$ cat config.mk
export PLATFORM = sky130hd
export DESIGN_NAME = avst_pkt_gen
export DESIGN_NICKNAME = d
export VERILOG_FILES = /design/src/rtl/avst_pkt_gen.sv
export SDC_FILE = /design/constraint.sdc
export NUM_CORES = 1
export LEC_CHECK = 0
export CORE_ASPECT_RATIO = 0.75
export CORE_MARGIN = 2
export CORE_UTILIZATION = 53
export CTS_BUF_LIST = sky130_fd_sc_hd__clkbuf_4 sky130_fd_sc_hd__clkbuf_8
export DETAILED_ROUTE_END_ITERATION = 16
export PLACE_DENSITY_LB_ADDON = 0.05
export RECOVER_POWER = 25
export SETUP_SLACK_MARGIN = 0.15
export SYNTH_ARGS = -nofsm -noshare
export SYNTH_HDL_FRONTEND = slang
export SYNTH_SLANG_ARGS = --single-unit
$ cat constraint.sdc
create_clock -name clk -period 3.9 [get_ports clk]
set_input_delay 0.585 -clock clk [delete_from_list [all_inputs] [get_ports clk]]
set_output_delay 0.585 -clock clk [all_outputs]
set_load 0.005 [all_outputs]
$ cat src/rtl/avst_pkt_gen.sv
// Avalon-ST packet source: emits one packet per accepted start command with
// an incrementing data pattern (seed + beat index), a latched channel, and
// sop/eop/empty sideband. Honours avst_ready_i with readyLatency 0; every
// stream output is registered and holds while the sink stalls.
module avst_pkt_gen #(
  parameter int channel_width = 4,
  parameter int data_width    = 32,
  parameter int empty_width   = 2,
  parameter int len_width     = 16
) (
  input  logic                     clk,
  input  logic                     reset_n,
  input  logic                     start_i,
  input  logic [len_width-1:0]     len_i,
  input  logic [channel_width-1:0] channel_i,
  input  logic [data_width-1:0]    seed_i,
  output logic                     busy_o,
  output logic                     done_o,
  output logic [channel_width-1:0] avst_channel_o,
  output logic                     avst_sop_o,
  output logic                     avst_eop_o,
  output logic [empty_width-1:0]   avst_empty_o,
  output logic [data_width-1:0]    avst_data_o,
  output logic                     avst_valid_o,
  input  logic                     avst_ready_i
);

  localparam int BYTES = data_width / 8;
  localparam int LOG2B = $clog2(BYTES);
  // Rounding term for ceil(len / BYTES); one extra bit keeps len near the
  // top of its range from overflowing before the shift.
  localparam logic [len_width:0] BYTES_M1  = (len_width + 1)'(BYTES - 1);
  localparam logic [len_width:0] BEATS_ONE = (len_width + 1)'(1);

  typedef enum logic {
    IDLE = 1'b0,
    SEND = 1'b1
  } state_e;

  state_e                   state_q,      state_d;
  logic [len_width-1:0]     beat_q,       beat_d;
  logic [len_width-1:0]     beats_q,      beats_d;
  logic [empty_width-1:0]   last_empty_q, last_empty_d;
  logic [channel_width-1:0] channel_q,    channel_d;
  logic [data_width-1:0]    data_q,       data_d;
  logic [empty_width-1:0]   empty_q,      empty_d;
  logic                     sop_q,        sop_d;
  logic                     eop_q,        eop_d;
  logic                     valid_q,      valid_d;
  logic                     busy_q,       busy_d;
  logic                     done_q,       done_d;

  logic [len_width:0]       beats_ext;
  logic [len_width:0]       pad_ext;
  logic [len_width-1:0]     beat_inc;
  logic [len_width-1:0]     last_idx;
  logic                     next_is_last;

  // Packet geometry for the command currently on the start inputs, and the
  // index arithmetic used to flag the eop beat one step ahead.
  assign beats_ext    = ({1'b0, len_i} + BYTES_M1) >> LOG2B;
  assign pad_ext      = (beats_ext << LOG2B) - {1'b0, len_i};
  assign beat_inc     = beat_q + 1'b1;
  assign last_idx     = beats_q - 1'b1;
  assign next_is_last = (beat_inc == last_idx);

  // Next-state and next-output logic for the IDLE/SEND packet sequencer.
  always_comb begin
    // NOTE: every _d defaults to its _q (hold) so no path through the case
    // below can leave a signal unassigned and infer a latch.
    state_d      = state_q;
    beat_d       = beat_q;
    beats_d      = beats_q;
    last_empty_d = last_empty_q;
    channel_d    = channel_q;
    data_d       = data_q;
    empty_d      = empty_q;
    sop_d        = sop_q;
    eop_d        = eop_q;
    valid_d      = valid_q;
    busy_d       = busy_q;
    done_d       = 1'b0;

    unique case (state_q)
      IDLE: begin
        if (start_i && (len_i != '0)) begin
          state_d      = SEND;
          busy_d       = 1'b1;
          beat_d       = '0;
          beats_d      = beats_ext[len_width-1:0];
          last_empty_d = pad_ext[empty_width-1:0];
          channel_d    = channel_i;
          data_d       = seed_i;
          valid_d      = 1'b1;
          sop_d        = 1'b1;
          eop_d        = (beats_ext == BEATS_ONE);
          empty_d      = (beats_ext == BEATS_ONE) ? pad_ext[empty_width-1:0] : '0;
        end
      end
      SEND: begin
        // start_i is deliberately not looked at here, even on the eop beat.
        if (avst_ready_i) begin
          if (eop_q) begin
            state_d = IDLE;
            busy_d  = 1'b0;
            done_d  = 1'b1;
            valid_d = 1'b0;
            sop_d   = 1'b0;
            eop_d   = 1'b0;
          end else begin
            beat_d  = beat_inc;
            data_d  = data_q + 1'b1;
            sop_d   = 1'b0;
            eop_d   = next_is_last;
            empty_d = next_is_last ? last_empty_q : '0;
          end
        end
      end
      default: state_d = IDLE;
    endcase
  end

  // State and output registers; asynchronous reset abandons any packet.
  always_ff @(posedge clk or negedge reset_n) begin
    if (!reset_n) begin
      state_q      <= IDLE;
      beat_q       <= '0;
      beats_q      <= '0;
      last_empty_q <= '0;
      channel_q    <= '0;
      data_q       <= '0;
      empty_q      <= '0;
      sop_q        <= 1'b0;
      eop_q        <= 1'b0;
      valid_q      <= 1'b0;
      busy_q       <= 1'b0;
      done_q       <= 1'b0;
    end else begin
      // NOTE: non-blocking assignments so every flop samples the pre-edge
      // values regardless of statement order.
      state_q      <= state_d;
      beat_q       <= beat_d;
      beats_q      <= beats_d;
      last_empty_q <= last_empty_d;
      channel_q    <= channel_d;
      data_q       <= data_d;
      empty_q      <= empty_d;
      sop_q        <= sop_d;
      eop_q        <= eop_d;
      valid_q      <= valid_d;
      busy_q       <= busy_d;
      done_q       <= done_d;
    end
  end

  assign busy_o         = busy_q;
  assign done_o         = done_q;
  assign avst_channel_o = channel_q;
  assign avst_sop_o     = sop_q;
  assign avst_eop_o     = eop_q;
  assign avst_empty_o   = empty_q;
  assign avst_data_o    = data_q;
  assign avst_valid_o   = valid_q;

endmodule

# Yosys cells after proc, flatten, opt, wreduce, memory -nomap -nowiden
# Cells that the tools add are included.
# Widths: inputs -> output; s select.
[op_classes]
n_addsub = 5
n_reduce_logical = 6
n_eq_ne = 6
bitwise = 1
mux = 31
[ops]
columns = ["op", "n"]
rows = [
  ["$mux 32", 3],
  ["$pmux 32 s2", 1],
  ["$mux 16", 3],
  ["$add 32x1->32 const B", 1],
  ["$pmux 16 s2", 1],
  ["$add 16x2->17 const B", 1],
  ["$add 16x1->16 const B", 1],
  ["$eq 16x16->1", 1],
  ["$reduce_bool 16->1", 1],
  ["$sub 15x1->16 const B", 1],
  ["$eq 15x1->1 const B", 1],
  ["$mux 1", 13],
  ["$mux 2", 5],
  ["$pmux 1 s2", 4],
  ["$ne 2x2->1 const B", 3],
  ["$reduce_and 3->1", 2],
  ["$pmux 2 s2", 1],
  ["$reduce_and 2->1", 2],
  ["$ne 2x1->1 const B", 1],
  ["$sub 1x2->2 const A", 1],
  ["$logic_and 1x1->1", 1],
  ["$not 1->1", 1],
]
[word_totals]
in_bits = 56
elab_cells = 60
regBits = 76
out_inout_bits = 43

# Longest topological paths before layout
# Gate-level depths: netlist of run 1.
[depth]
depth_word = 6
mapped_depth = 10
ltp_nobuf = 9

# Worst setup path after synthesis of run 1
# No wires, ideal clock.
[synth_timing]
kind = "input -> register"
from = "input len_i[0]"
to = "register data_q[18] (netlist: avst_data_o[18])"
arrival_time_ps = 2662
n_path_buf = 2
slack_ps = 1101
required_time_ps = 3763
setup_ps = 137
cell_stages = 10
cell_sequence = "inv_1 ha_1 or4b_1 o41ai_4 nand2b_1 buf_2 nand2_2 buf_2 o22ai_1 a21oi_1"
[synth_via]
elab_chain_cells = 4
[synth_lines]
columns = ["item", "line", "text"]
rows = [
  ["start: declaration", "14", "input logic [len_width-1:0] len_i,"],
  ["$reduce_bool 16->1", "86", "if (start_i && (len_i != '0)) begin"],
  ["$logic_and 1x1->1", "86", ""],
  ["$ne 2x2->1 (no source line)", "--", ""],
  ["$reduce_and 3->1 (no source line)", "--", ""],
  ["end signal: assignment", "146", "data_q <= data_d;"],
  ["end: declaration", "45", "logic [data_width-1:0] data_q, data_d;"],
]
# No other way between the ends.
# A chain may end at the register's enable or synchronous reset.

# Worst setup path after layout of run 1
[layout_timing]
from = "input len_i[0]"
to = "register beat_q[5]"
[layout_via]
elab_chain_cells = 4
[layout_lines]
columns = ["item", "line", "text"]
rows = [
  ["$reduce_bool 16->1", "86", ""],
  ["$logic_and 1x1->1", "86", ""],
  ["$ne 2x2->1 (no source line)", "--", ""],
  ["$reduce_and 3->1 (no source line)", "--", ""],
  ["end signal: assignment", "142", "beat_q <= beat_d;"],
  ["end: declaration", "41", "logic [len_width-1:0] beat_q, beat_d;"],
]
# No other way between the ends.

==> impl_metrics.toml, run 1 <==
[timing]
rsz0062_at_grt = "false"
skew_ns = 0.0105
setup_tns_ns = 0
setup_violations = 0
tightest_slew_ns = 1.93
holdWs_ns = 0.491
fmax_mhz = 308
finalHoldViolCount = 0
period_needed_ns = 3.25
post-route-period-util_pct = 83.3
finalMaxSlewViolations = 77
slew_headroom_pct = -28.5
fin_ws_ns = 0.650

[worst_setup_path]
crit_fanout = 15
path_cells = "clkdlybuf4s50_1, inv_1, ha_1, or4b_1, o41ai_4, buf_4, nor2_1, nor2_1, buf_4, a21oi_1, o22ai_1"
cp.required_ns = 4.17
arrival_ns = 3.52
crit_slowest_cell = "o41ai_4"
path_class = "input pin to flip-flop"
max_stage_delay_ns = 0.62
cp-end-kind = "flip-flop"
crit_path_start_kind = "input pin"

[synth]
synthCells = 599
syn-num-nets = 659
synth_cell_types = 56
synth.most_common_cell = "nand2_1"
netlist_area_mm2 = 0.00499
yosysWarnings = 0
seq_area_frac_synth_pct = 38.1
synth_flop_cell = "dfrtp_1"
yosysTopAreaCell = "dfrtp_1"
netlist.area_leader.share_pct = 38.1
synth_edf_count = 0
ys_ff_latch = 76
ys_async_sr_fraction_pct = 100
synth.area.top_cells = "dfrtp_1, nand2_1, xnor2_1"
synth.avg_cell_area_um2 = 8.34
synthTopCellsByCount = "nand2_1, dfrtp_1, nor2_1"

[layout]
drive_gt1_share_pct = 6.40
synthToLayoutAreaGrowth_pct = 24.8
nets = 745
final_cell_area_mm2 = 0.00623
n_antenna_cell = 0

[status]
violations = "max-capacitance violations, max-slew violations"
outcome = "finished with violations"

[detailed_routing]
drt_iter0_drc = 480
drc = 0
dr.pass1.iters = 5
wire_per_inst_um = 17.3
drtAntennaViolNets = 0
wirelength_um = 14100
viasPerCell = 6.06
vias = 4943

[pwr]
p_comb_share_pct = 30.5
p_clk_share_pct = 23.9
switching_share_pct = 32.8
seq_power_share_pct = 45.6
switchingPower_uw = 744
peakVddDrop_mv = 0.191
p_per_area_mw_per_mm2 = 364
p_leak_nw = 2.52
p_int_mw = 1.53

[clocking]
htreeDepth = 3
clkSinkCount = 76
holdBufCountCts = 0
cts_resized = 0
numCtsBuffers = 9
clockBufferDepth = 2
path_clk_slew_ns = 0.08
clk_latency_ns = 0.35
postCtsSetupBuffers = 0
cts-root-buf = "clkbuf_8"
cts_tree = "yes"

[floorplan]
die-area_mm2 = 0.0102
die_h_um = 88.1
io_pins = 99
initial_core_util_pct = 54.7
fp-row-count = 30
core_mm2 = 0.00912
fp.dieW_um = 116

[place]
dp_slack_ns = 0.322
portBuffers = 98
dp_hpwl_um = 10300
place_congestion = 0.950
place_area_mm2 = 0.00607

[global_route]
grt_pass1_vias = 4416
grtUsageTotal_pct = 28.5
grt_pass1_wl_um = 22900
antenna_found_initial = 0
grt_max_degree = 77
overflow = 0

[flow_run]
cap_violations = 1

[hold_path]
min_path_type = "flip-flop to flip-flop"
cells in the final DEF (no fill, tap or decap), types with 3 or more instances in the layout:
cell             count
xor2_1              19
nor2_1              52
o221a_2              6
a31oi_1              6
a21oi_1             39
mux2_2               4
and4_1               8
nand2_1             79
dfrtp_1             76
o31ai_1              7
and2_1               8
clkdlybuf4s50_1     97
or3_1                5
or4_1                3
nand4_1             16
nor3b_1              4
nor4_1               7
nand3_1             38
buf_4               10
a211oi_1             7
clkbuf_8            10
a21boi_0             4
inv_1               12
o22ai_1             13
xnor2_1             33
mux2i_1              9
and3_1              13
nand4b_1             3
o21ai_0             40
nor3_1              14
a311oi_1             4
ha_1                 4
o21ai_1              5
registers in the layout, summed over array words and instances, names as in the netlist:
register,flops
avst_eop_o,1
last_empty_q,2
busy_o,1
avst_sop_o,1
beats_q,15
beat_q,16
avst_data_o,32
avst_empty_o,2
avst_channel_o,4
done_o,1
state_q,1
cell type report:
| class | instances | area (um2) |
|---|---|---|
| multi-input combinational | 478 | 2910 |
| fill | 757 | 2890 |
| sequential | 76 | 1900 |
| timing repair buffer | 108 | 1050 |
| tap | 128 | 160 |
| clock buffer | 12 | 153 |
| inverter | 12 | 45.0 |
| clock inverter | 2 | 12.5 |
cell families (layout without fill, tap and decap cells):
| family | after synthesis | after routing | share of synthesized area (%) |
|---|---|---|---|
| simple gates | 265 | 265 | 26.5 |
| mux | 13 | 13 | 2.71 |
| fa+ha+maj | 4 | 4 | 1.00 |
| flops | 76 | 76 | 38.1 |
| xor+xnor | 54 | 54 | 10.0 |
| compound gates | 142 | 142 | 18.0 |
| buf+inv | 45 | 134 | 3.73 |
critical path: cells and delay by family:
family	cells	cell delay [ns]
buffers and inverters	4	1.01
AOI/OAI and AO/OA	3	0.87
and+or+nand+nor	3	0.84
adders and majority gates	1	0.20
routing by layer:
| layer | share of wire [%] | track usage, % | routed length [um] |
|---|---|---|---|
| met5 | 0 | 0 | 0 |
| met4 | 0.85 | 6.39 | 120 |
| met3 | 8.2 | 5.33 | 1160 |
| met2 | 42 | 39.7 | 5930 |
| met1 | 49 | 45.6 | 6920 |
power groups by stage:
stage	logic [mW]	clock network (mW)	registers [mW]
floorplan	0.401	0	1.00
global placement	0.669	0	1.04
detailed placement	0.688	0	1.04
CTS	0.691	0.551	1.03
global route	0.759	0.585	1.06
finish	0.692	0.542	1.04
through the flow:
step / power, mW / instances / util [%]
3_3_place_gp: 1.71 / 802 / 66.5
4_1_cts: 2.27 / 816 / 68.3
6_report: 2.27 / 816 / 68.3
5_1_grt: 2.40 / 816 / 68.3
3_5_place_dp: 1.73 / 802 / 66.5
2_1_floorplan: 1.40 / 599 / -
final timing paths:
kind                                    to  slack (ns)  cells past startpoint            start
max in group asynchronous        beat_q[1]        1.99                      1          reset_n
hold / removal             last_empty_q[1]        0.49                      2  last_empty_q[1]
setup reg to reg                avst_eop_o        0.98                      9       beats_q[0]
min in group asynchronous        beat_q[2]        0.74                      1          reset_n
setup / recovery                 beat_q[5]        0.65                     11         len_i[0]
hold reg to reg            last_empty_q[1]        0.49                      2  last_empty_q[1]
No activity file was read; power rests on OpenSTA's default activity.
==> run 2: changes to the inputs <==
==> constraint.sdc (replaced) <==
create_clock -name clk -period 3.16 [get_ports clk]
set_input_delay 0.474 -clock clk [delete_from_list [all_inputs] [get_ports clk]]
set_output_delay 0.474 -clock clk [all_outputs]
set_load 0.005 [all_outputs]
==> run 2 against run 1 <==
Compared with the run above:
- the run still ends with max-capacitance violations, max-slew violations left
- die area did not move
- critical path type is now flip-flop to flip-flop
- first-iteration DRC count down 0.83%
- non-clock buffer count grew 14
- routed wire length rose by 1.1%
- hold slack got worse by 0.012 ns
==> impl_metrics.toml, run 2 (synthesized netlist as in run 1, its figures left out) <==
[layout]
final_cell_mix = "clkdlybuf4s50_1, nand2_1, dfrtp_1"
final_cell_area_mm2 = 0.00643
synthToLayoutAreaGrowth_pct = 28.7
drive_gt1_share_pct = 8.66
largest_reg_flops = 32
utilization_pct = 70.5
nets = 759
final_common_cell = "clkdlybuf4s50_1"
n_antenna_cell = 0

[clocking]
htreeDepth = 3
clk_latency_ns = 0.36
numCtsBuffers = 9
postCtsSetupBuffers = 0
cts-root-buf = "clkbuf_8"
clkSinkCount = 76
cts_tree = "yes"
clockBufferDepth = 2
path_clk_slew_ns = 0.08

[place]
dp_hpwl_um = 10200
place_area_mm2 = 0.00619
portBuffers = 98
place_congestion = 0.954

[detailed_routing]
drtAntennaViolNets = 0
viasPerCell = 5.95
drc = 0
wire_per_inst_um = 17.2
drt_iter0_drc = 476
wirelength_um = 14300
dr.pass1.iters = 5
vias = 4951

[global_route]
grt_max_degree = 77
overflow = 0
antenna_found_initial = 0
grt_pass1_wl_um = 22800
grtUsageTotal_pct = 28.6
grt_pass1_vias = 4532

[timing]
skew_ns = 0.00666
finalHoldViolCount = 0
finalMaxSlewViolations = 77
post-route-period-util_pct = 88.3
rsz0062_at_grt = "false"
setup_violations = 0
slew_headroom_pct = -31.0
tightest_slew_ns = 1.97
period_needed_ns = 2.79
setup_tns_ns = 0
fmax_mhz = 359

[worst_setup_path]
cp.required_ns = 3.44
path_class = "flip-flop to flip-flop"
rr_worst_depth = 9
crit_fanout = 6
crit_path_start_kind = "flip-flop"
arrival_ns = 3.07
cp-end-kind = "flip-flop"

[status]
violations = "max-capacitance violations, max-slew violations"
outcome = "finished with violations"

[pwr]
p_per_area_mw_per_mm2 = 472
peakVddDrop_mv = 0.207
p_leak_nw = 2.63

[floorplan]
die-area_mm2 = 0.0102
fp.dieW_um = 116
die_h_um = 88.1
initial_core_util_pct = 54.7
io_pins = 99
core_mm2 = 0.00912
fp-row-count = 30

[hold_path]
whs_path_depth = 2
min_path_type = "flip-flop to flip-flop"

[flow_run]
cap_violations = 1
[run 2: cell types whose count changed in the layout (fill, tap and decap cells not counted)]
cell / before / now
nor2b_1: 2 / 1
clkbuf_8: 10 / 12
nor2b_2: 0 / 1
clkbuf_4: 2 / 1
buf_4: 10 / 23
clkinv_2: 1 / 0
bufinv_16: 0 / 2
buf_12: 0 / 1
[run 2: layout make-up]
class                   count  area, um2
inverters                  12       45.0
repair buffers            122       1170
well taps                 128        160
clock buffers              13        173
multi-input cells         478       2910
fillers                   768       2700
flip-flops and latches     76       1900
clock inverters             3       67.6
[run 2: worst max-delay path: stages (launching register included)]
cell and delay (ns):
dfrtp_1 0.43, inv_1 0.08, ha_1 0.21, nor2b_2 0.30, nor3b_1 0.47, xnor2_1 0.14
a211o_1 0.25, a2111oi_2 0.37, nand4_1 0.27, o211ai_2 0.20
[run 2: metrics by stage]
stage	power, mW	instances	hold slack, ns	setup slack, ns
after detailed placement	2.15	816	0.462	0.0524
after CTS	3.04	832	0.307	0.315
after global routing	3.18	832	0.514	0.216
after global placement	2.12	816	0.459	0.161
final	3.03	832	0.479	0.371
after floorplan	1.73	599	0.178	0.472
[run 2: worst paths after layout]
| kind | start | end | slack (ns) |
|---|---|---|---|
| min reg2reg | last_empty_q[1] | last_empty_q[1] | 0.48 |
| min | last_empty_q[1] | last_empty_q[1] | 0.48 |
| max in group asynchronous | reset_n | avst_data_o[14] | 1.35 |
| max reg2reg | beats_q[0] | avst_eop_o | 0.37 |
| max | beats_q[0] | avst_eop_o | 0.37 |
| min in group asynchronous | reset_n | beat_q[2] | 0.65 |
[run 2: per-layer routing]
layer | GRT usage [%] | up-vias | wire [um]
met5 | 0 | - | 0
met2 | 41.5 | 211 | 6000
met3 | 5.67 | 19 | 1060
met4 | 7.47 | 0 | 172
li1 | - | 2365 | -
met1 | 43.5 | 2356 | 7050
[run 2: what timing repair did]
item | 4_1_cts | 5_1_grt
setup endpoints to repair | 0 | 3
hold buffers | 0 | 0
resized for setup | 0 | 1
[run 2: report_power, final]
group | leakage (nW) | switching (mW) | internal, mW
clock | 0.119 | 0.369 | 0.519
combinational | 1.52 | 0.388 | 0.489
sequential | 0.993 | 0.179 | 1.09
==> run 3: changes to the inputs <==
--- a/config.mk
+++ b/config.mk
@@ -5,9 +5,11 @@
 export SDC_FILE = /design/constraint.sdc
 export NUM_CORES = 1
 export LEC_CHECK = 0
-export CORE_ASPECT_RATIO = 0.75
+export CELL_PAD_IN_SITES_DETAIL_PLACEMENT = 0
+export CELL_PAD_IN_SITES_GLOBAL_PLACEMENT = 2
+export CORE_ASPECT_RATIO = 1.25
 export CORE_MARGIN = 2
-export CORE_UTILIZATION = 53
+export CORE_UTILIZATION = 32
 export CTS_BUF_LIST = sky130_fd_sc_hd__clkbuf_4 sky130_fd_sc_hd__clkbuf_8
 export DETAILED_ROUTE_END_ITERATION = 16
 export PLACE_DENSITY_LB_ADDON = 0.05
==> run 3 against run 2 <==
Compared with the run above:
- the run still ends with max-capacitance violations, max-slew violations left
- core utilization fell by 28 points
- routed wire length rose by 14%
- global-route usage fell by 8.0 points
- maximum frequency fell by 0.21%
- clock skew rose by 0.0028 ns
- critical path type unchanged
- critical endpoint is now avst_empty_o[1]
- highest routed layer unchanged
==> impl_metrics.toml, run 3 (synthesized netlist as in run 1, its figures left out) <==
[status]
outcome = "finished with violations"
violations = "max-capacitance violations, max-slew violations"

[worst_setup_path]
crit_path_start_kind = "flip-flop"
crit_fanout = 3
arrival_ns = 3.09
cp.required_ns = 3.45
cp-end-kind = "flip-flop"
path_class = "flip-flop to flip-flop"

[floorplan]
fp.dieW_um = 116
initial_core_util_pct = 32.3
die-area_mm2 = 0.0166
fp-row-count = 51
die_h_um = 144
core_mm2 = 0.0154
io_pins = 99

[timing]
post-route-period-util_pct = 88.4
setup_violations = 0
skew_ns = 0.00946
finalMaxSlewViolations = 77
tightest_slew_ns = 2.01
period_needed_ns = 2.79
fmax_mhz = 358
slew_headroom_pct = -34.2
setup_tns_ns = 0
finalHoldViolCount = 0
rsz0062_at_grt = "false"
fin_ws_ns = 0.365

[pwr]
p_per_area_mw_per_mm2 = 453
switchingPower_uw = 983
p_leak_nw = 2.67
p_clk_share_pct = 27.1
p_comb_share_pct = 30.1
p_int_mw = 2.01
switching_share_pct = 32.9
finalPower_mw = 2.99
peakVddDrop_mv = 0.192
seq_power_share_pct = 42.8

[layout]
fillers = 1592
n_antenna_cell = 0
final_common_cell = "clkdlybuf4s50_1"
largest_reg_flops = 32
final_cell_mix = "clkdlybuf4s50_1, nand2_1, dfrtp_1"
drive_gt1_share_pct = 9.96
nets = 768
synthToLayoutAreaGrowth_pct = 32.2
final_cells = 925

[global_route]
grt_pass1_wl_um = 26100
grt_max_degree = 77
overflow = 0
antenna_found_initial = 0
grtUsageTotal_pct = 20.5
grt_pass1_vias = 4918

[place]
dp_hpwl_um = 12000
dp_slack_ns = -0.0469
place_congestion = 0.822
portBuffers = 98
placed_cells = 909

[clocking]
path_clk_slew_ns = 0.08
cts_tree = "yes"
numCtsBuffers = 9
clkSinkCount = 76
htreeDepth = 3
cts-root-buf = "clkbuf_8"
clockBufferDepth = 2
postCtsSetupBuffers = 0
clk_latency_ns = 0.38

[detailed_routing]
wirelength_um = 16300
drc = 0
dr.pass1.iters = 4
wire_per_inst_um = 17.6
drt_iter0_drc = 295
vias = 4884
viasPerCell = 5.28
drtAntennaViolNets = 0

[flow_run]
cap_violations = 1

[hold_path]
min_path_type = "flip-flop to flip-flop"
==> run 3: layer usage <==
metal | up-vias | wire, um | track usage [%]
li1 | 2377 | - | -
met1 | 2392 | 6760 | 24.0
met2 | 89 | 8720 | 37.3
met3 | 26 | 469 | 2.99
met4 | 0 | 351 | 8.27
met5 | - | 0 | 0
==> run 3: repair_timing <==
item / 4_1_cts / 5_1_grt
resized for setup: 0 / 3
hold buffers: 0 / 0
endpoints found under the setup margin: 0 / 4
==> run 3: final cells by class <==
type,instances,area (um2),area share [%]
Clock buffer,12,159,2.41
Clock inverter,4,47.5,0.720
Inverter,12,45.0,0.682
Multi-Input combinational cell,478,2920,44.2
Sequential cell,76,1900,28.8
Tap cell,212,265,4.02
Timing Repair Buffer,131,1260,19.1
==> run 3: power by group through the flow <==
stage / Clock (mW) / Sequential [mW] / Combinational, mW
finish: 0.810 / 1.28 / 0.899
global route: 0.878 / 1.30 / 0.992
detailed placement: 0 / 1.29 / 0.907
global placement: 0 / 1.30 / 0.897
floorplan: 0 / 1.23 / 0.495
CTS: 0.838 / 1.28 / 0.910
==> run 3: final timing paths <==
path / startpoint / end / slack, ns / cells after the start
worst min-delay path: avst_channel_o[0] / avst_channel_o[0] / 0.48 / 2
worst max register to register: beats_q[3] / avst_empty_o[1] / 0.37 / 7
min in group asynchronous: reset_n / beats_q[2] / 0.61 / 1
worst max-delay path: beats_q[3] / avst_empty_o[1] / 0.37 / 7
worst min register to register: avst_channel_o[0] / avst_channel_o[0] / 0.48 / 2
max in group asynchronous: reset_n / beat_q[0] / 1.30 / 1
==> run 3: worst max-delay path, cell delays in order (launching register included) <==
cell and delay (ns):
dfrtp_1 0.39, or4_4 0.56, or3_1 0.39, a21o_1 0.20, a211o_1 0.30, a2111oi_2 0.36
nand4_1 0.28, o21ai_1 0.22
==> run 3: through the flow <==
| stage | util [%] | hold slack [ns] | instance area (um2) |
|---|---|---|---|
| finish | 42.7 | 0.480 | 6600 |
| global route | 42.7 | 0.508 | 6600 |
| CTS | 42.7 | 0.317 | 6590 |
| detailed placement | 41.3 | 0.469 | 6380 |
| global placement | 41.3 | 0.462 | 6380 |
| floorplan | - | 0.178 | 4990 |
